### src/rtl/vend_fsm_param.sv
// Parametrised vending controller: accumulates 50c credit, dispenses at PRICE,
// refunds change one coin per cycle, with over-limit rejection and idle timeout.
module vend_fsm_param #(
    parameter int unsigned PRICE       = 2,
    parameter int unsigned MAX_CREDIT  = 8,
    parameter int unsigned CREDIT_W    = 4,
    parameter int unsigned VEND_CYCLES = 3,
    parameter int unsigned TIMEOUT     = 16,
    parameter int unsigned SALES_W     = 8
) (
    input  logic                clk,
    input  logic                rst,
    input  logic                fifty,
    input  logic                dollar,
    input  logic                cancel,
    output logic [1:0]          st,
    output logic [CREDIT_W-1:0] credit,
    output logic                insert_coin,
    output logic                dispense,
    output logic                money_return,
    output logic                coin_reject,
    output logic [SALES_W-1:0]  sales
);

    typedef enum logic [1:0] {
        StIdle   = 2'd0,
        StCredit = 2'd1,
        StVend   = 2'd2,
        StReturn = 2'd3
    } state_e;

    localparam int unsigned CW1  = CREDIT_W + 1;
    localparam int unsigned VtW  = (VEND_CYCLES > 1) ? $clog2(VEND_CYCLES) : 1;
    localparam int unsigned TmoW = (TIMEOUT > 1) ? $clog2(TIMEOUT) : 1;

    state_e               st_q, st_d;
    logic [CREDIT_W-1:0]  credit_q, credit_d;
    logic [VtW-1:0]       vend_q, vend_d;
    logic [TmoW-1:0]      tmo_q, tmo_d;
    logic [SALES_W-1:0]   sales_q, sales_d;
    logic                 rej_q, rej_d;

    logic [CW1-1:0]       add, sum, total;
    logic                 coin, accept, tmo_hit;

    always_comb begin
        add     = CW1'(fifty) + (CW1'(dollar) << 1);
        sum     = CW1'(credit_q) + add;
        coin    = fifty | dollar;
        accept  = coin && (sum <= CW1'(MAX_CREDIT));
        total   = accept ? sum : CW1'(credit_q);
        tmo_hit = (TIMEOUT > 0) && (tmo_q == TmoW'(TIMEOUT - 1));
    end

    always_comb begin
        st_d     = st_q;
        credit_d = credit_q;
        vend_d   = vend_q;
        tmo_d    = '0;
        sales_d  = sales_q;
        rej_d    = 1'b0;
        case (st_q)
            StVend: begin
                rej_d = coin;
                if (vend_q == '0) begin
                    sales_d = sales_q + SALES_W'(1);
                    st_d    = (credit_q != '0) ? StReturn : StIdle;
                end else begin
                    vend_d = vend_q - VtW'(1);
                end
            end
            StReturn: begin
                rej_d    = coin;
                credit_d = credit_q - CREDIT_W'(1);
                if (credit_q <= CREDIT_W'(1)) begin
                    st_d     = StIdle;
                    credit_d = '0;
                end
            end
            // IDLE and CREDIT share the coin/cancel decision logic
            default: begin
                rej_d = coin && !accept;
                if (cancel) begin
                    st_d     = (total != '0) ? StReturn : StIdle;
                    credit_d = total[CREDIT_W-1:0];
                end else if (total >= CW1'(PRICE)) begin
                    st_d     = StVend;
                    credit_d = CREDIT_W'(total - CW1'(PRICE));
                    vend_d   = VtW'(VEND_CYCLES - 1);
                end else if (total != '0) begin
                    credit_d = total[CREDIT_W-1:0];
                    if (st_q == StCredit && !accept && tmo_hit) begin
                        st_d = StReturn;
                    end else begin
                        st_d = StCredit;
                        if (st_q == StCredit && !accept) begin
                            tmo_d = tmo_q + TmoW'(1);
                        end
                    end
                end else begin
                    st_d     = StIdle;
                    credit_d = '0;
                end
            end
        endcase
    end

    always_ff @(posedge clk) begin
        if (rst) begin
            st_q     <= StIdle;
            credit_q <= '0;
            vend_q   <= '0;
            tmo_q    <= '0;
            sales_q  <= '0;
            rej_q    <= 1'b0;
        end else begin
            st_q     <= st_d;
            credit_q <= credit_d;
            vend_q   <= vend_d;
            tmo_q    <= tmo_d;
            sales_q  <= sales_d;
            rej_q    <= rej_d;
        end
    end

    assign st           = st_q;
    assign credit       = credit_q;
    assign sales        = sales_q;
    assign coin_reject  = rej_q;
    assign insert_coin  = (st_q == StIdle) || (st_q == StCredit);
    assign dispense     = (st_q == StVend);
    assign money_return = (st_q == StReturn);

endmodule
### config.mk
export PLATFORM = sky130hd
export DESIGN_NAME = vend_fsm_param
export DESIGN_NICKNAME = d
export VERILOG_FILES = /design/src/rtl/vend_fsm_param.sv
export SDC_FILE = /design/constraint.sdc
export NUM_CORES = 1
export LEC_CHECK = 0
export CAP_MARGIN = 15
export CORE_MARGIN = 2
export CORE_UTILIZATION = 30
export CTS_BUF_LIST = sky130_fd_sc_hd__clkbuf_4 sky130_fd_sc_hd__clkbuf_8
export CTS_CLUSTER_DIAMETER = 30
export DETAILED_ROUTE_END_ITERATION = 12
export GPL_ROUTABILITY_DRIVEN = 0
export HOLD_SLACK_MARGIN = 0.02
export PLACE_DENSITY_LB_ADDON = 0.25
export SLEW_MARGIN = 10
export SYNTH_ARGS = -nofsm -noshare
export SYNTH_HDL_FRONTEND = slang
export SYNTH_SLANG_ARGS = --single-unit
### constraint.sdc
create_clock -name clk -period 3.8 [get_ports clk]
set_input_delay 0.57 -clock clk [delete_from_list [all_inputs] [get_ports clk]]
set_output_delay 0.57 -clock clk [all_outputs]
set_load 0.02 [all_outputs]
==> results of run 1 <==
==> kinds of logic after synthesis <==
kind of cell | count (synthesis) | synth area share, %
AO/OA/AOI/OAI | 38 | 21.0
AND/OR/NAND/NOR | 64 | 23.6
buffers and inverters | 18 | 5.51
adder cells (fa/ha/maj) | 10 | 9.90
multiplexers | 1 | 0.747
XOR/XNOR | 12 | 7.84
flip-flops | 21 | 31.4
==> state kept, by name (all words and copies together), names as in the netlist <==
name         flops
sales            8
coin_reject      1
credit           4
vend_q           2
st               2
tmo_q            4
==> metrics by stage <==
stage          total power (uW)  hold slack, ns  instances  instance area, sq um  util [%]
6_report                   1170           0.459        243                  1700      39.3
3_3_place_gp               1020           0.437        239                  1650      38.2
2_1_floorplan               780           0.418        164                  1340         -
4_1_cts                    1180           0.456        243                  1700      39.3
3_5_place_dp               1030           0.444        239                  1650      38.2
5_1_grt                    1270           0.496        243                  1700      39.3
==> metal layers <==
metal  part of all wire (%)  wire length [um]  track usage, %
met2                     46              1450            21.9
met3                    3.5               110            2.56
met4                    1.7                55            5.03
met1                     49              1550            17.5
met5                      0                 0               0
==> cell type report <==
class                   instances  share of cell area (%)
well taps                      52                    3.83
clock inverters                 1                   0.295
clock buffers                   3                    2.43
repair buffers                 30                    16.5
inverters                      11                    2.43
flip-flops and latches         21                    24.7
multi-input cells             125                    49.8
==> power breakdown <==
group	internal [uW]	leakage [uW]	switching, uW
clock	73.2	0.0000255	76.0
sequential	261	0.000171	64.8
combinational	322	0.000466	371
total	656	0.000662	512
==> cell usage in the layout, fill, tap and decap left out, types with 6 or more instances in the layout <==
cell and n:
nor3_1 6, xor2_1 8, buf_4 8, inv_1 11, dfxtp_1 21, a21oi_1 11, nand2_1 12, nand3_1 6
nor2_1 22, clkdlybuf4s50_1 22, ha_1 9
==> worst max-delay path, stage by stage <==
cell and delay [ns]:
clkdlybuf4s50_1 0.49, ha_1 0.21, inv_1 0.06, fa_1 0.48, inv_1 0.06, or3_4 0.38
a311o_1 0.34, inv_1 0.08, ha_1 0.16, o311ai_1 0.17, a21o_1 0.21, a31oi_1 0.31
a31oi_1 0.12
==> path summary, 6_finish.rpt <==
path	startpoint	cells past startpoint	end	slack, ns
max	fifty	13	st[1]	0.28
min	tmo_q[0]	1	tmo_q[0]	0.46
max reg2reg	credit[1]	11	st[1]	0.73
min reg2reg	tmo_q[0]	1	tmo_q[0]	0.46
==> flow_metrics.tcl, run 1 <==
set metrics [dict create \
    core_sq_um 4320 \
    vias 1216 \
    die_w_um 70.8 \
    fin_crit_sh_pct 92.7 \
    cts_tree "done" \
    ctsHoldBuffers 0 \
    setup_viol 0 \
    synthesis.instances 164 \
    cap_violations 0 \
    port_buffers 22 \
    maxSlewViolCount 0 \
    synth_seq_cells 21 \
    num_rows 24 \
    synth_edf_count 0 \
    cp-start-kind "input pin" \
    synthArstFlopShare_pct 0 \
    ys_warn_count 0 \
    cts_buffer_depth 2 \
    area_growth_pct 26.8 \
    cp-end-kind "flop" \
    hold_violations 0 \
    overflow 0 \
    cts_num_sinks 21 \
    synth_nets 179 \
    drive_gt1_share_pct 8.38 \
    status "completed" \
    ir_drop_uv 202 \
    ys_types 48 \
    drc 0 \
    routed_wirelength_um 3170 \
    setup_ws_ns 0.278 \
    post_cts_resized 0 \
    antenna_found_initial 0 \
    grt_max_degree 20 \
    firstDrtPassIters 4 \
    min_period_ns 3.52 \
    die_area_sq_um 5020 \
    post-cts-setup-buffer-count 0 \
    p_leak_uw 0.000662 \
    grt_pass1_wl_um 5320 \
    worstPathArrival_ns 3.65 \
    rsz0062_at_grt "no" \
    tightestPinTransition_ns 0.750 \
    boundaryPins 23 \
    path_class "input pin to flop" \
    htreeDepth 1 \
    syn_area_sq_um 1340 \
    setup_tns_ns 0 \
    clkTransAtPathRegs_ns 0.08 \
    final_nets 207 \
    synth.area.top_cells "dfxtp_1 31%, ha_1 8.4%, nor2_1 6.2%" \
    synth.avg_cell_area_sq_um 8.17 \
    ys.flop_type "dfxtp_1" \
    grt_pass1_vias 1179 \
    die_h_um 70.8 \
    n_antenna_cell 0 \
    drtAntennaViolNets 0 \
    yosysSeqAreaShare_pct 31.4 \
    crit_required_ns 3.93 \
    synth.most_common_cell "nor2_1" \
    multi_input_area_sq_um 846 \
    dp_hpwl_um 2380 \
    worstPathMaxFanout 4 \
    viasPerCell 5.00 \
    synth_top_area_share_pct 31.4 \
    dr.first_iter.drc_count 67 \
    yosysTopAreaCell "dfxtp_1" \
    insertion_delay_ns 0.27 \
    synthTopCellsByCount "22 x nor2_1, 21 x dfxtp_1, 12 x nand2_1" \
    n_fill_cell 473 \
    clock-skew-final_ns 0.00693 \
    initial_core_util_pct 31.0 \
    wire_per_inst_um 13.0 \
    max_freq_mhz 284 \
    cts_buffers 3 \
    hp-class "flop to flop" \
    grtUsageTotal_pct 13.4 \
    regArea_sq_um 420 \
    powerDensity_nw_per_um2 688 \
    slew-limit-headroom_pct 49.8 \
    clockRootBuffer "clkbuf_8" \
    place_worst_setup_slack_ns 0.00412 \
]
No activity file was read; power rests on OpenSTA's default activity.
==> run 2, diff against run 1 <==
--- a/config.mk
+++ b/config.mk
@@ -5,9 +5,10 @@
 export SDC_FILE = /design/constraint.sdc
 export NUM_CORES = 1
 export LEC_CHECK = 0
+export ABC_AREA = 1
 export CAP_MARGIN = 15
 export CORE_MARGIN = 2
-export CORE_UTILIZATION = 30
+export CORE_UTILIZATION = 50
 export CTS_BUF_LIST = sky130_fd_sc_hd__clkbuf_4 sky130_fd_sc_hd__clkbuf_8
 export CTS_CLUSTER_DIAMETER = 30
 export DETAILED_ROUTE_END_ITERATION = 12
==> run 2 against run 1 <==
Against the previous run:
- non-clock buffer count shrank 8
- sequential power grew 5%
- die area shrank 34%
- utilization grew 23 points
- synthesized cell count grew 19%
- clock power shrank 23%
- first-iteration DRC count shrank 16%
- hold slack gained 0.022 ns
- via count grew 13%
- count of clock-buffer cells in the layout is the same
- final cell count grew 2.9%
- critical path type unchanged
- critical endpoint is now vend_q[0]
- highest routed layer unchanged
==> flow_metrics.tcl, run 2 <==
set metrics [dict create \
    status "completed" \
    vias 1380 \
    powerDensity_nw_per_um2 754 \
    antenna_found_initial 0 \
    synth_edf_count 0 \
    ctsHoldBuffers 0 \
    synth_nets 210 \
    setup_viol 0 \
    ys_warn_count 0 \
    grtUsageTotal_pct 21.4 \
    path_class "input pin to flop" \
    htreeDepth 1 \
    synthAdderAreaFrac_pct 9.31 \
    cts_tree "done" \
    place_worst_setup_slack_ns 0.414 \
    grt_max_degree 13 \
    cts_buffers 3 \
    largest_reg_flops 8 \
    fin_util_pct 62.1 \
    drc 0 \
    firstDrtPassIters 4 \
    clock-skew-final_ns 0.00575 \
    hp-class "flop to flop" \
    cts_buffer_depth 2 \
    port_buffers 22 \
    yosysTopAreaCell "dfxtp_1" \
    cts_num_sinks 21 \
    overflow 0 \
    p_leak_uw 0.000763 \
    dr.first_iter.drc_count 56 \
    synthArstFlopShare_pct 0 \
    post-cts-setup-buffer-count 0 \
    crit_required_ns 4.05 \
    clockRootBuffer "clkbuf_4" \
    core_sq_um 2730 \
    maxSlewViolCount 0 \
    post_cts_resized 0 \
    synth.area.mux_share_pct 0 \
    min_period_ns 3.08 \
    synth-xor-area-share_pct 2.46 \
    wire_per_inst_um 12.7 \
    slew-limit-headroom_pct 66.5 \
    placed_area_sq_um 1670 \
    max_freq_mhz 324 \
    synthSimpleGateAreaFrac_pct 36.1 \
    setup_tns_ns 0 \
    ys_types 37 \
    die_area_sq_um 3290 \
    synth_compound_area_share_pct 11.4 \
    synth_top_area_share_pct 29.5 \
    final_nets 235 \
    yosysSeqAreaShare_pct 29.5 \
    n_antenna_cell 0 \
    drive_gt1_share_pct 14.6 \
    cp-start-kind "input pin" \
    drtAntennaViolNets 0 \
    cap_violations 0 \
    final_cell_mix "33 x nand2_1, 31 x inv_1, 22 x clkdlybuf4s50_1" \
    syn_area_sq_um 1430 \
    synthTopCellsByCount "33 x nand2_1, 31 x inv_1, 21 x dfxtp_1" \
    cp-end-kind "flop" \
    initial_core_util_pct 52.1 \
    boundaryPins 23 \
    tightestPinTransition_ns 0.501 \
    stdcell_area_sq_um 1700 \
    dp_hpwl_um 2460 \
    synth.most_common_cell "nand2_1" \
    die_w_um 57.4 \
    synth.avg_cell_area_sq_um 7.31 \
    rsz0062_at_grt "no" \
    area_growth_pct 19.1 \
    worstPathMaxFanout 9 \
    clkTransAtPathRegs_ns 0.13 \
    die_h_um 57.4 \
    synth_top_family_by_area "simple AND/OR/NAND/NOR gates" \
    setup_ws_ns 0.717 \
    routed_wirelength_um 3170 \
    ys.flop_type "dfxtp_1" \
    hold_violations 0 \
    layout_commonest_cell "nand2_1" \
    worstPathArrival_ns 3.34 \
    synthesis.instances 195 \
    grt_pass1_vias 1377 \
    viasPerCell 5.52 \
    synth_seq_cells 21 \
    fin_crit_sh_pct 81.1 \
    synth.area.top_cells "dfxtp_1 29%, nand2_1 8.7%, inv_1 8.2%" \
    insertion_delay_ns 0.31 \
    grt_pass1_wl_um 5670 \
    ir_drop_uv 449 \
    num_rows 19 \
]
-- run 2: cell types whose count changed after synthesis, sizes merged, moves of 4 or more --
cell   delta
nand2    +28
inv      +27
nand3    +19
nor2     -13
o21ai     +6
xor2      -6
nand4     +4
-- run 2: final cells by class --
cell class	instances	area, sq um
Fill cell	250	1040
Multi-Input combinational cell	134	845
Sequential cell	21	420
Timing Repair Buffer	22	220
Inverter	38	145
Tap cell	31	38.8
Clock buffer	3	22.5
Clock inverter	1	5.00
-- run 2: critical path, stage by stage --
cell and delay, ns:
clkdlybuf4s50_1 0.49, ha_1 0.20, inv_1 0.06, fa_1 0.48, inv_1 0.06, nor2_1 0.12
nand3_2 0.10, nand3_4 0.12, nand3_4 0.11, nand2_1 0.09, nand2_2 0.08, ha_1 0.23
nand2_2 0.09, inv_2 0.04, nand2_4 0.12, nand3_4 0.10, nand2_2 0.09, nand2_1 0.07
a21oi_2 0.11
-- run 2: final timing paths --
kind | from | endpoint | slack [ns] | depth (start not counted)
setup / recovery | fifty | vend_q[0] | 0.72 | 19
setup reg to reg | credit[0] | vend_q[0] | 0.95 | 18
hold reg to reg | sales[7] | sales[7] | 0.48 | 2
hold / removal | sales[7] | sales[7] | 0.48 | 2
-- run 2: logic make-up (layout without fill, tap and decap cells) --
| group | count (synthesis) | after routing |
|---|---|---|
| DFF | 21 | 21 |
| adders and majority gates | 10 | 10 |
| xor gates and xnor gates | 4 | 4 |
| and+or+nand+nor | 92 | 92 |
| AOI/OAI and AO/OA | 28 | 28 |
| buffers and inverters | 40 | 64 |
-- run 2: through the flow --
stage | hold slack, ns | total power, uW | std cells
after CTS | 0.483 | 1280 | 250
after global routing | 0.515 | 1390 | 250
after detailed placement | 0.461 | 1160 | 246
after floorplan | 0.433 | 939 | 195
after global placement | 0.449 | 1130 | 246
final | 0.481 | 1280 | 250
-- run 2: routing by layer --
layer,GRT usage [%],vias up,wire [um]
met3,2.72,6,161
met4,8.64,0,60
li1,-,688,-
met5,0,-,0
met2,36.2,42,1510
met1,27.5,644,1440
-- run 2: report_power, final --
part	total [uW]	internal, uW	leakage [uW]	switching (uW)
registers	342	269	0.000171	73.6
logic	823	319	0.000574	504
clock network	114	39.4	0.0000177	74.1
==> run 3, diff against run 2 <==
==> constraint.sdc (replaced) <==
create_clock -name clk -period 2.65 [get_ports clk]
set_input_delay 0.3975 -clock clk [delete_from_list [all_inputs] [get_ports clk]]
set_output_delay 0.3975 -clock clk [all_outputs]
set_load 0.02 [all_outputs]
==> run 3 against run 2 <==
Against the previous run:
- power is 66% higher
- die area stayed put
- setup slack worse by 0.54 ns
- count of clock-buffer cells in the layout stayed put
- hold slack worse by 0.014 ns
- utilization is 6.6 points higher
- critical path type is now flop to flop
- critical endpoint is now st[1]
- largest cell class unchanged
- highest routed layer unchanged
==> flow_metrics.tcl, run 3 (synthesis gave the netlist of run 2 again) <==
set metrics [dict create \
    slew-limit-headroom_pct 71.0 \
    stdcell_area_sq_um 1880 \
    hold_violations 0 \
    largest_reg_flops 8 \
    crit_required_ns 2.87 \
    clkTransAtPathRegs_ns 0.12 \
    grt_max_degree 14 \
    setup_tns_ns 0 \
    slowest_stage "fa_1" \
    cp-end-kind "flop" \
    final_cell_mix "30 x inv_1, 30 x nand2_1, 21 x dfxtp_1" \
    drive_gt1_share_pct 24.6 \
    initial_core_util_pct 52.1 \
    core_sq_um 2730 \
    cp-start-kind "flop" \
    drc 0 \
    wl_met1_um 1410 \
    grt_pass1_wl_um 5840 \
    grt_pass1_vias 1421 \
    slowest_delay_ns 0.47 \
    num_rows 19 \
    n_fill_cell 243 \
    antenna_found_initial 0 \
    cts_buffer_depth 2 \
    final_nets 252 \
    firstDrtPassIters 4 \
    cts_num_sinks 21 \
    insertion_delay_ns 0.31 \
    tightestPinTransition_ns 0.434 \
    grtUsageTotal_pct 22.6 \
    cts_buffers 3 \
    wire_per_inst_um 12.9 \
    cpLargestDelayFamily "simple AND/OR/NAND/NOR gates" \
    n_antenna_cell 0 \
    die_area_sq_um 3290 \
    powerDensity_nw_per_um2 1130 \
    cap_violations 0 \
    ctsHoldBuffers 0 \
    dr.first_iter.drc_count 68 \
    vias 1445 \
    max_freq_mhz 405 \
    routed_wirelength_um 3450 \
    critical_path.cell_chain "ha_2 > inv_1 > fa_1 > inv_1 > nor2_2 > nand3_2 > nand3_4 > nand3_4 > nand2_2 > nand2_2 > inv_2 > ha_4 > nand2_2 > inv_2 > nand2_4 > nand3_4 > nand2_4 > o21ai_1 > inv_1" \
    dp_hpwl_um 2690 \
    port_buffers 22 \
    hp-class "flop to flop" \
    viasPerCell 5.41 \
    htreeDepth 1 \
    ir_drop_uv 852 \
    wl_met3_um 150 \
    worstPathArrival_ns 2.69 \
    drtAntennaViolNets 0 \
    setup_viol 0 \
    area_growth_pct 31.7 \
    wl_met2_um 1850 \
    worstPathMaxFanout 6 \
    highest_layer "met4" \
    cts_tree "done" \
    fin_crit_sh_pct 93.1 \
    overflow 0 \
    path_buf_inv 5 \
    die_w_um 57.4 \
    die_h_um 57.4 \
    status "completed" \
    clockRootBuffer "clkbuf_4" \
    p_leak_uw 0.000860 \
    placed_area_sq_um 1770 \
    maxSlewViolCount 0 \
    path_class "flop to flop" \
    min_period_ns 2.47 \
    clock-skew-final_ns 0.00178 \
    boundaryPins 23 \
]
==> run 3: repair_timing <==
item / 4_1_cts / 5_1_grt
resized for setup: 6 / 9
pin swaps: 7 / 7
endpoints found under the setup margin: 11 / 11
buffers inserted: 3 / 0
==> run 3: cell type report <==
type / instances / area, sq um / share of cell area, %
Inverter: 38 / 145 / 7.73
Timing Repair Buffer: 39 / 349 / 18.6
Sequential cell: 21 / 420 / 22.4
Multi-Input combinational cell: 134 / 893 / 47.6
Clock buffer: 3 / 22.5 / 1.20
Clock inverter: 1 / 7.51 / 0.400
Tap cell: 31 / 38.8 / 2.07
==> run 3: final timing paths <==
kind	startpoint	to	slack (ns)	cells after the start
setup reg to reg	credit[0]	st[1]	0.18	19
setup / recovery	credit[0]	st[1]	0.18	19
hold / removal	tmo_q[0]	tmo_q[0]	0.47	1
hold reg to reg	tmo_q[0]	tmo_q[0]	0.47	1
==> run 3: per-stage QoR <==
stage	util (%)	setup WS, ns	total power, uW	std cells	hold WS, ns
3_5_place_dp	64.9	-0.447	1830	260	0.457
5_1_grt	68.6	-0.0217	2300	267	0.487
4_1_cts	67.5	0.0343	2060	267	0.475
3_3_place_gp	64.9	-0.350	1770	260	0.440
6_report	68.6	0.182	2120	267	0.467
2_1_floorplan	-	0.00773	1350	195	0.433
==> run 3: routing by layer <==
| metal | global-route usage (%) | vias up |
|---|---|---|
| met2 | 40.9 | 37 |
| li1 | - | 724 |
| met1 | 25.7 | 680 |
| met4 | 7.97 | 0 |
| met5 | 0 | - |
| met3 | 4.99 | 4 |
==> run 3: where the power goes <==
group,total (uW),switching (uW),internal [uW]
Clock,161,104,57.7
Sequential,471,86.0,385
Combinational,1490,846,645
Total,2120,1040,1090
